$ cat src/rtl/isa_exec_ctrl.sv
// rtl/isa_exec_ctrl.sv - execute-stage sequencer for the ISA unit bank
//
// Purpose: accepts one decoded instruction at a time, enables exactly one ISA
// unit, routes that unit's register-file read request to the shared port,
// waits for the unit's finished flag and commits the next ip: the unit's
// ip override if it gave one, else ip + INSN_BYTES. An illegal opcode or a
// unit that never finishes halts the core with a sticky fault.
//
// Ports:
//   clk_i            clock, all logic on posedge
//   rst_i            synchronous active-high reset
//   insn_valid_i     decoded instruction present
//   insn_opcode_i    unit select (opcode N -> unit N)
//   insn_ready_o     instruction accepted this cycle (IDLE)
//   unit_en_o        one-hot unit enable, registered
//   unit_finished_i  per-unit finished flag
//   unit_reg_id_i    per-unit reg id, unit k at [4k+3:4k]
//   unit_reg_re_i    per-unit reg read enable
//   unit_ip_set_i    per-unit ip override strobe
//   unit_ip_val_i    per-unit ip value, unit k at [64k+63:64k]
//   reg_id_o         register-file read id from the selected unit
//   reg_re_o         register-file read enable from the selected unit
//   ip_o             committed instruction pointer
//   busy_o           controller not idle
//   fault_o          sticky fault, core halted
//   fault_code_o     0 none, 1 illegal opcode, 2 watchdog timeout

module isa_exec_ctrl #(
  parameter int          NUM_UNITS  = 4,
  parameter int          OPC_W      = 4,
  parameter int          INSN_BYTES = 2,
  parameter int          TIMEOUT    = 15,
  parameter logic [63:0] RESET_IP   = 64'h0
) (
  input  logic                    clk_i,
  input  logic                    rst_i,
  input  logic                    insn_valid_i,
  input  logic [OPC_W-1:0]        insn_opcode_i,
  output logic                    insn_ready_o,
  output logic [NUM_UNITS-1:0]    unit_en_o,
  input  logic [NUM_UNITS-1:0]    unit_finished_i,
  input  logic [4*NUM_UNITS-1:0]  unit_reg_id_i,
  input  logic [NUM_UNITS-1:0]    unit_reg_re_i,
  input  logic [NUM_UNITS-1:0]    unit_ip_set_i,
  input  logic [64*NUM_UNITS-1:0] unit_ip_val_i,
  output logic [3:0]              reg_id_o,
  output logic                    reg_re_o,
  output logic [63:0]             ip_o,
  output logic                    busy_o,
  output logic                    fault_o,
  output logic [1:0]              fault_code_o
);

  localparam int SEL_W = (NUM_UNITS > 1) ? $clog2(NUM_UNITS) : 1;
  localparam int CNT_W = (TIMEOUT > 1) ? $clog2(TIMEOUT) : 1;

  typedef enum logic [1:0] {
    ST_IDLE    = 2'd0,
    ST_EXEC    = 2'd1,
    ST_RELEASE = 2'd2,
    ST_HALT    = 2'd3
  } state_t;

  state_t               state_q;
  logic [SEL_W-1:0]     sel_q;
  logic [CNT_W-1:0]     cnt_q;
  logic [NUM_UNITS-1:0] unit_en_q;
  logic [63:0]          ip_q;
  logic [63:0]          pend_ip_q;
  logic                 pend_q;
  logic                 fault_q;
  logic [1:0]           fault_code_q;

  // Signals of the selected unit; everything from other units is dropped here.
  logic                 sel_finished;
  logic                 sel_ip_set;
  logic [63:0]          sel_ip_val;
  logic [3:0]           sel_reg_id;
  logic                 sel_reg_re;
  logic [NUM_UNITS-1:0] opc_onehot;
  logic                 opc_legal;

  always_comb begin
    sel_finished = 1'b0;
    sel_ip_set   = 1'b0;
    sel_ip_val   = 64'h0;
    sel_reg_id   = 4'h0;
    sel_reg_re   = 1'b0;
    opc_onehot   = '0;
    for (int k = 0; k < NUM_UNITS; k++) begin
      if (sel_q == k[SEL_W-1:0]) begin
        sel_finished = unit_finished_i[k];
        sel_ip_set   = unit_ip_set_i[k];
        sel_ip_val   = unit_ip_val_i[64*k +: 64];
        sel_reg_id   = unit_reg_id_i[4*k +: 4];
        sel_reg_re   = unit_reg_re_i[k];
      end
      opc_onehot[k] = (insn_opcode_i == k[OPC_W-1:0]);
    end
  end

  assign opc_legal = ({{(32-OPC_W){1'b0}}, insn_opcode_i} < 32'(NUM_UNITS));

  always_ff @(posedge clk_i) begin
    if (rst_i) begin
      state_q      <= ST_IDLE;
      sel_q        <= '0;
      cnt_q        <= '0;
      unit_en_q    <= '0;
      ip_q         <= RESET_IP;
      pend_ip_q    <= 64'h0;
      pend_q       <= 1'b0;
      fault_q      <= 1'b0;
      fault_code_q <= 2'd0;
    end else begin
      case (state_q)
        ST_IDLE: begin
          if (insn_valid_i) begin
            if (opc_legal) begin
              sel_q     <= insn_opcode_i[SEL_W-1:0];
              unit_en_q <= opc_onehot;
              cnt_q     <= '0;
              state_q   <= ST_EXEC;
            end else begin
              fault_q      <= 1'b1;
              fault_code_q <= 2'd1;
              state_q      <= ST_HALT;
            end
          end
        end
        ST_EXEC: begin
          if (sel_finished) begin
            // A same-cycle override beats an earlier latched one.
            if (sel_ip_set)  ip_q <= sel_ip_val;
            else if (pend_q) ip_q <= pend_ip_q;
            else             ip_q <= ip_q + 64'(INSN_BYTES);
            pend_q    <= 1'b0;
            unit_en_q <= '0;
            state_q   <= ST_RELEASE;
          end else begin
            if (sel_ip_set) begin
              pend_ip_q <= sel_ip_val;
              pend_q    <= 1'b1;
            end
            if (cnt_q == CNT_W'(TIMEOUT-1)) begin
              unit_en_q    <= '0;
              fault_q      <= 1'b1;
              fault_code_q <= 2'd2;
              state_q      <= ST_HALT;
            end else begin
              cnt_q <= cnt_q + 1'b1;
            end
          end
        end
        ST_RELEASE: begin
          // One idle cycle so the unit sees its enable fall and self-clears.
          state_q <= ST_IDLE;
        end
        default: begin
          unit_en_q <= '0;
        end
      endcase
    end
  end

  assign insn_ready_o = (state_q == ST_IDLE);
  assign busy_o       = (state_q != ST_IDLE);
  assign unit_en_o    = unit_en_q;
  assign ip_o         = ip_q;
  assign fault_o      = fault_q;
  assign fault_code_o = fault_code_q;
  assign reg_id_o     = (state_q == ST_EXEC) ? sel_reg_id : 4'h0;
  assign reg_re_o     = (state_q == ST_EXEC) ? sel_reg_re : 1'b0;

endmodule

$ cat config.mk
export PLATFORM = sky130hd
export DESIGN_NAME = isa_exec_ctrl
export DESIGN_NICKNAME = d
export VERILOG_FILES = /design/src/rtl/isa_exec_ctrl.sv
export SDC_FILE = /design/constraint.sdc
export NUM_CORES = 1
export LEC_CHECK = 0
export ABC_AREA = 1
export CORE_MARGIN = 4
export CORE_UTILIZATION = 45
export DETAILED_ROUTE_END_ITERATION = 12
export PLACE_DENSITY = 0.8
export SLEW_MARGIN = 20
export SYNTH_ARGS = -nofsm -noshare
export SYNTH_HDL_FRONTEND = slang
export SYNTH_SLANG_ARGS = --single-unit
$ cat constraint.sdc
create_clock -name clk_i -period 4.94 [get_ports clk_i]
set_clock_uncertainty 0.2 [all_clocks]
set_input_delay 0.988 -clock clk_i [delete_from_list [all_inputs] [get_ports clk_i]]
set_output_delay 0.988 -clock clk_i [all_outputs]
set_load 0.02 [all_outputs]
# Word level (Yosys, flattened, before mapping)
# Cells that the tools add are included.
[word_totals]
regBits = 144
in_bits = 291
word_cells = 96
output_inout_bits = 78
[op_classes]
reduce_logical = 15
n_addsub = 2
n_bitwise = 2
eq_ne = 16
order_cmp = 1
n_mux = 51
[op_table]
columns = ["op", "count"]
rows = [
  ["$mux W64", 6],
  ["$add A64 B2 Y64 const B", 1],
  ["$mux W4", 13],
  ["$mux W1", 19],
  ["$mux W2", 8],
  ["$pmux W4 S3", 1],
  ["$ne A2 B2 Y1 const B", 5],
  ["$reduce_and A5 Y1", 2],
  ["$reduce_and A3 Y1", 3],
  ["$eq A4 B2 Y1 const B", 2],
  ["$pmux W4 S2", 1],
  ["$eq A2 B2 Y1 const B", 3],
  ["$pmux W2 S3", 1],
  ["$reduce_bool A2 Y1", 3],
  ["$add A4 B1 Y4 const B", 1],
  ["$eq A2 B1 Y1 const B", 2],
  ["$eq A4 B1 Y1 const B", 1],
  ["$eq A4 B4 Y1 const B", 1],
  ["$logic_not A2 Y1", 2],
  ["$logic_not A4 Y1", 1],
  ["$lt A4 B3 Y1 const B", 1],
  ["$pmux W2 S2", 1],
  ["$reduce_and A2 Y1", 2],
  ["$reduce_and A4 Y1", 1],
  ["other kinds (5)", 6],
]

# Depth between registers and ports, before layout
[depth]
word_depth = 7
ltp_mapped = 13
depth_no_buf = 12

# Worst setup path after synthesis
# Ideal clock, no wire load.
[synth_path]
path_kind = "input port to output port"
start = "input unit_reg_id_i[5]"
end = "output reg_id_o[1]"
path_buffers = 0
path_stages = 4
arrival_ps = 1548
path_slack_ps = 2204
path_cell_list = "nor2_1 > nor2_1 > o221ai_1 > a21oi_1"
[synth_between]
elab_chain_len = 4
[synth_lines]
columns = ["element", "line", "source"]
rows = [
  ["start: declaration", "42", "input logic [4*NUM_UNITS-1:0] unit_reg_id_i,"],
  ["$mux W4 (3 in series)", "91", "if (sel_q == k[SEL_W-1:0]) begin"],
  ["$mux W4", "172", "assign reg_id_o = (state_q == ST_EXEC) ? sel_reg_id : 4'h0;"],
  ["end: declaration", "46", "output logic [3:0] reg_id_o,"],
]
# No other way between the ends.

# Final worst setup path
[layout_path]
start = "register sel_q[0]"
end = "output reg_id_o[2]"
[layout_between]
elab_chain_len = 6
word_cells_on_any_way = 9
[layout_lines]
columns = ["element", "line", "source"]
rows = [
  ["start: declaration", "65", "logic [SEL_W-1:0] sel_q;"],
  ["start signal: assignment", "120", "sel_q <= insn_opcode_i[SEL_W-1:0];"],
  ["$logic_not A2 Y1", "91", ""],
  ["$mux W4 (3 in series)", "91", ""],
  ["$mux W4 (*)", "91", ""],
  ["$mux W4 (*)", "172", ""],
]
# Every way passes the cells marked *; elsewhere a longest branch is shown, timed or not.

==> flow_summary.toml <==
[placement]
hpwlAfterDp_um = 32900
gp_congestion = 1.01
port-buffer-count = 368
placement.cell_area_sq_um = 14100

[hold_path]
hold_start = "fault_code_o[1]$_SDFFE_PP0P_"
hold_depth = 2
worstHoldEndpoint = "fault_code_o[1]$_SDFFE_PP0P_"
min_path_type = "flop to flop"

[final_layout]
mostFrequentLayoutCell = "nand2_1"
multi_input_area_sq_um = 6580
design_area_sq_um = 14700
num-nets-final = 2426
post-route-util_pct = 64.7
layout-drive-gt1-share_pct = 4.11
final_cell_mix = "nand2_1, clkdlybuf4s50_1, nor2_1"
n_fill_cell = 2152
register_area_sq_um = 2880
synthToLayoutAreaGrowth_pct = 41.2

[worst_setup_path]
arrival_ns = 2.82
rr_endpoint = "pend_ip_q[43]$_SDFFE_PP0P_"
worstPathRequired_ns = 3.75
r2r_cells = 10
end_kind = "output port"
r2r_slack_ns = 1.47
r2r-start = "sel_q[0]$_SDFFE_PP0P_"
critPathLaunchType = "flop"
crit_buf_inv = 2
crit_type = "flop to output port"
path_max_fanout = 22
path_cells = "nand2_2, inv_2, nand2_1, a21oi_1, clkdlybuf4s50_1"
crit_family = "buffers and inverters"
cpPeakStageDelay_ns = 0.67
slowest_stage = "dfxtp_1"

[logic_synthesis]
synth_cell_types = 41
synth_ff_type = "dfxtp_1"
yosysSeqAreaShare_pct = 27.7
ys_top_cells_by_area = "dfxtp_1, nand2_1, nor2_1, a21oi_1, o21ai_0"
synth_area_sq_um = 10400
yosysTopAreaCell = "dfxtp_1"
synth-seq-cells = 144
synthArstFlopShare_pct = 0
synth_edf_count = 0
synthCells = 1818
yosys.area.top_type_share_pct = 27.7
avgSynthCellArea_sq_um = 5.72
synth_nets = 2116
yosysWarningCount = 0

[timing]
slew_headroom_pct = 36.3
tns_ns = 0
rsz0062_at_grt = "no"
hold_viol_final = 0
fin_crit_ns = 4.00
finalCritPeriodShare_pct = 81.1
setup-violations-final = 0
hold-worst-slack_ns = 0.253
max_freq_mhz = 250
worst_pin_slew_ns = 0.955
slew_viol_final = 0

[run_status]
status = "complete, no violations"

[clock_network]
postCtsSetupBuffers = 0
clockRootBuffer = "clkbuf_16"
cts_sinks = 144
hold_buffers = 0
clk_latency_ns = 0.44
cts_inserted_buffers = 17
htree_num_levels = 4
cts_tree = "yes"
clockBufferDepth = 2
post_cts_resized = 0
clkTransAtPathRegs_ns = 0.07

[detailed_routing]
first_iter_violations = 1394
vias_per_cell = 5.51
firstDrtPassIters = 6
vias = 13400
finalWirelength_um = 43200
post-route-drc-count = 0
drtAntennaViolNets = 0
post_drt_wl_per_cell_um = 17.8

[global_routing]
grt_pass1_vias = 12600
grt_max_degree = 77
antenna_found_initial = 1
overflow = 0
grt_pass1_wl_um = 66700
track_usage_pct = 32.2

[die]
io_pins = 369
start_util_pct = 45.8
dieArea_sq_um = 25600
die_w_um = 160
die_h_um = 160
rows = 55
coreArea_sq_um = 22700

[power_and_ir_drop]
ir_drop_mv = 0.240
leakagePower_nw = 5.78
p_per_area_nw_per_um2 = 345

[run]
drv_cap = 0
final cells by class:
cell class / instances / area share [%]
Multi-Input combinational cell: 1453 / 44.8
Clock buffer: 17 / 2.90
Clock inverter: 15 / 1.10
Sequential cell: 144 / 19.6
Tap cell: 285 / 2.43
Timing Repair Buffer: 382 / 25.8
Antenna cell: 1 / 0.0170
Inverter: 130 / 3.35
worst reg2reg max path: cells and delay by family, from the launching register on:
family | cells | cell delay (ns)
buffers and inverters | 3 | 1.34
AND/OR/NAND/NOR | 6 | 1.23
flip-flops | 1 | 0.48
AO/OA/AOI/OAI | 1 | 0.14
registers in the layout, summed over array words and instances (netlist names):
signal,flops
unit_en_o,4
sel_q,2
pend_q,1
ip_o,64
state_q,2
pend_ip_q,64
fault_code_o,2
cnt_q,4
fault_o,1
through the flow:
stage               setup WS [ns]  instances  power (W)
floorplan                    2.20       1818    0.00284
global route                0.731       2427    0.00534
global placement             1.07       2394    0.00371
finish                      0.936       2427    0.00507
detailed placement           1.08       2394    0.00375
CTS                         0.903       2426    0.00505
Yosys cell counts, types with 8 or more instances:
master,count
o21ai_0,112
a211oi_2,13
nand4_1,54
inv_1,119
inv_2,8
a21oi_1,142
dfxtp_1,144
nor3_1,12
o21ai_1,11
buf_4,10
xnor2_1,13
nand3_1,95
clkbuf_1,36
xor2_1,16
nand2_1,596
buf_1,16
buf_2,24
nor2_1,337
logic make-up (layout without fill, tap and decap cells):
| group | count (synthesis) | in the layout | share of synthesized area, % |
|---|---|---|---|
| simple gates | 1114 | 1114 | 43.8 |
| compound gates | 302 | 302 | 16.1 |
| buf+inv | 221 | 544 | 9.01 |
| flops | 144 | 144 | 27.7 |
| xor+xnor | 29 | 29 | 2.44 |
| fa+ha+maj | 7 | 7 | 0.842 |
| mux | 1 | 1 | 0.0963 |
| other cells | 0 | 1 | 0 |
per-layer routing:
layer	wire, um	track usage (%)	part of all wire, %	vias to the layer above
li1	-	-	-	6476
met5	0	0	0	-
met3	3920	6.63	9.1	106
met2	20600	54.3	48	702
met4	1790	14.2	4.1	0
met1	16900	39.6	39	6087
worst max path at each step:
stage,start,to,cells past startpoint
floorplan,unit_reg_id_i[5],reg_id_o[1],4
global placement,unit_reg_id_i[5],reg_id_o[1],6
detailed placement,unit_reg_id_i[5],reg_id_o[1],6
CTS,sel_q[0]$_SDFFE_PP0P_,reg_id_o[2],5
global route,sel_q[0]$_SDFFE_PP0P_,reg_id_o[2],5
finish,sel_q[0]$_SDFFE_PP0P_,reg_id_o[2],5
power by group:
part	total [W]	internal (W)	switching, W	leakage (nW)
clock network	0.00131	0.000748	0.000563	0.276
registers	0.00160	0.00136	0.000246	1.17
logic	0.00215	0.000864	0.00129	4.33
total	0.00507	0.00297	0.00210	5.78
No activity file was read; power rests on OpenSTA's default activity.
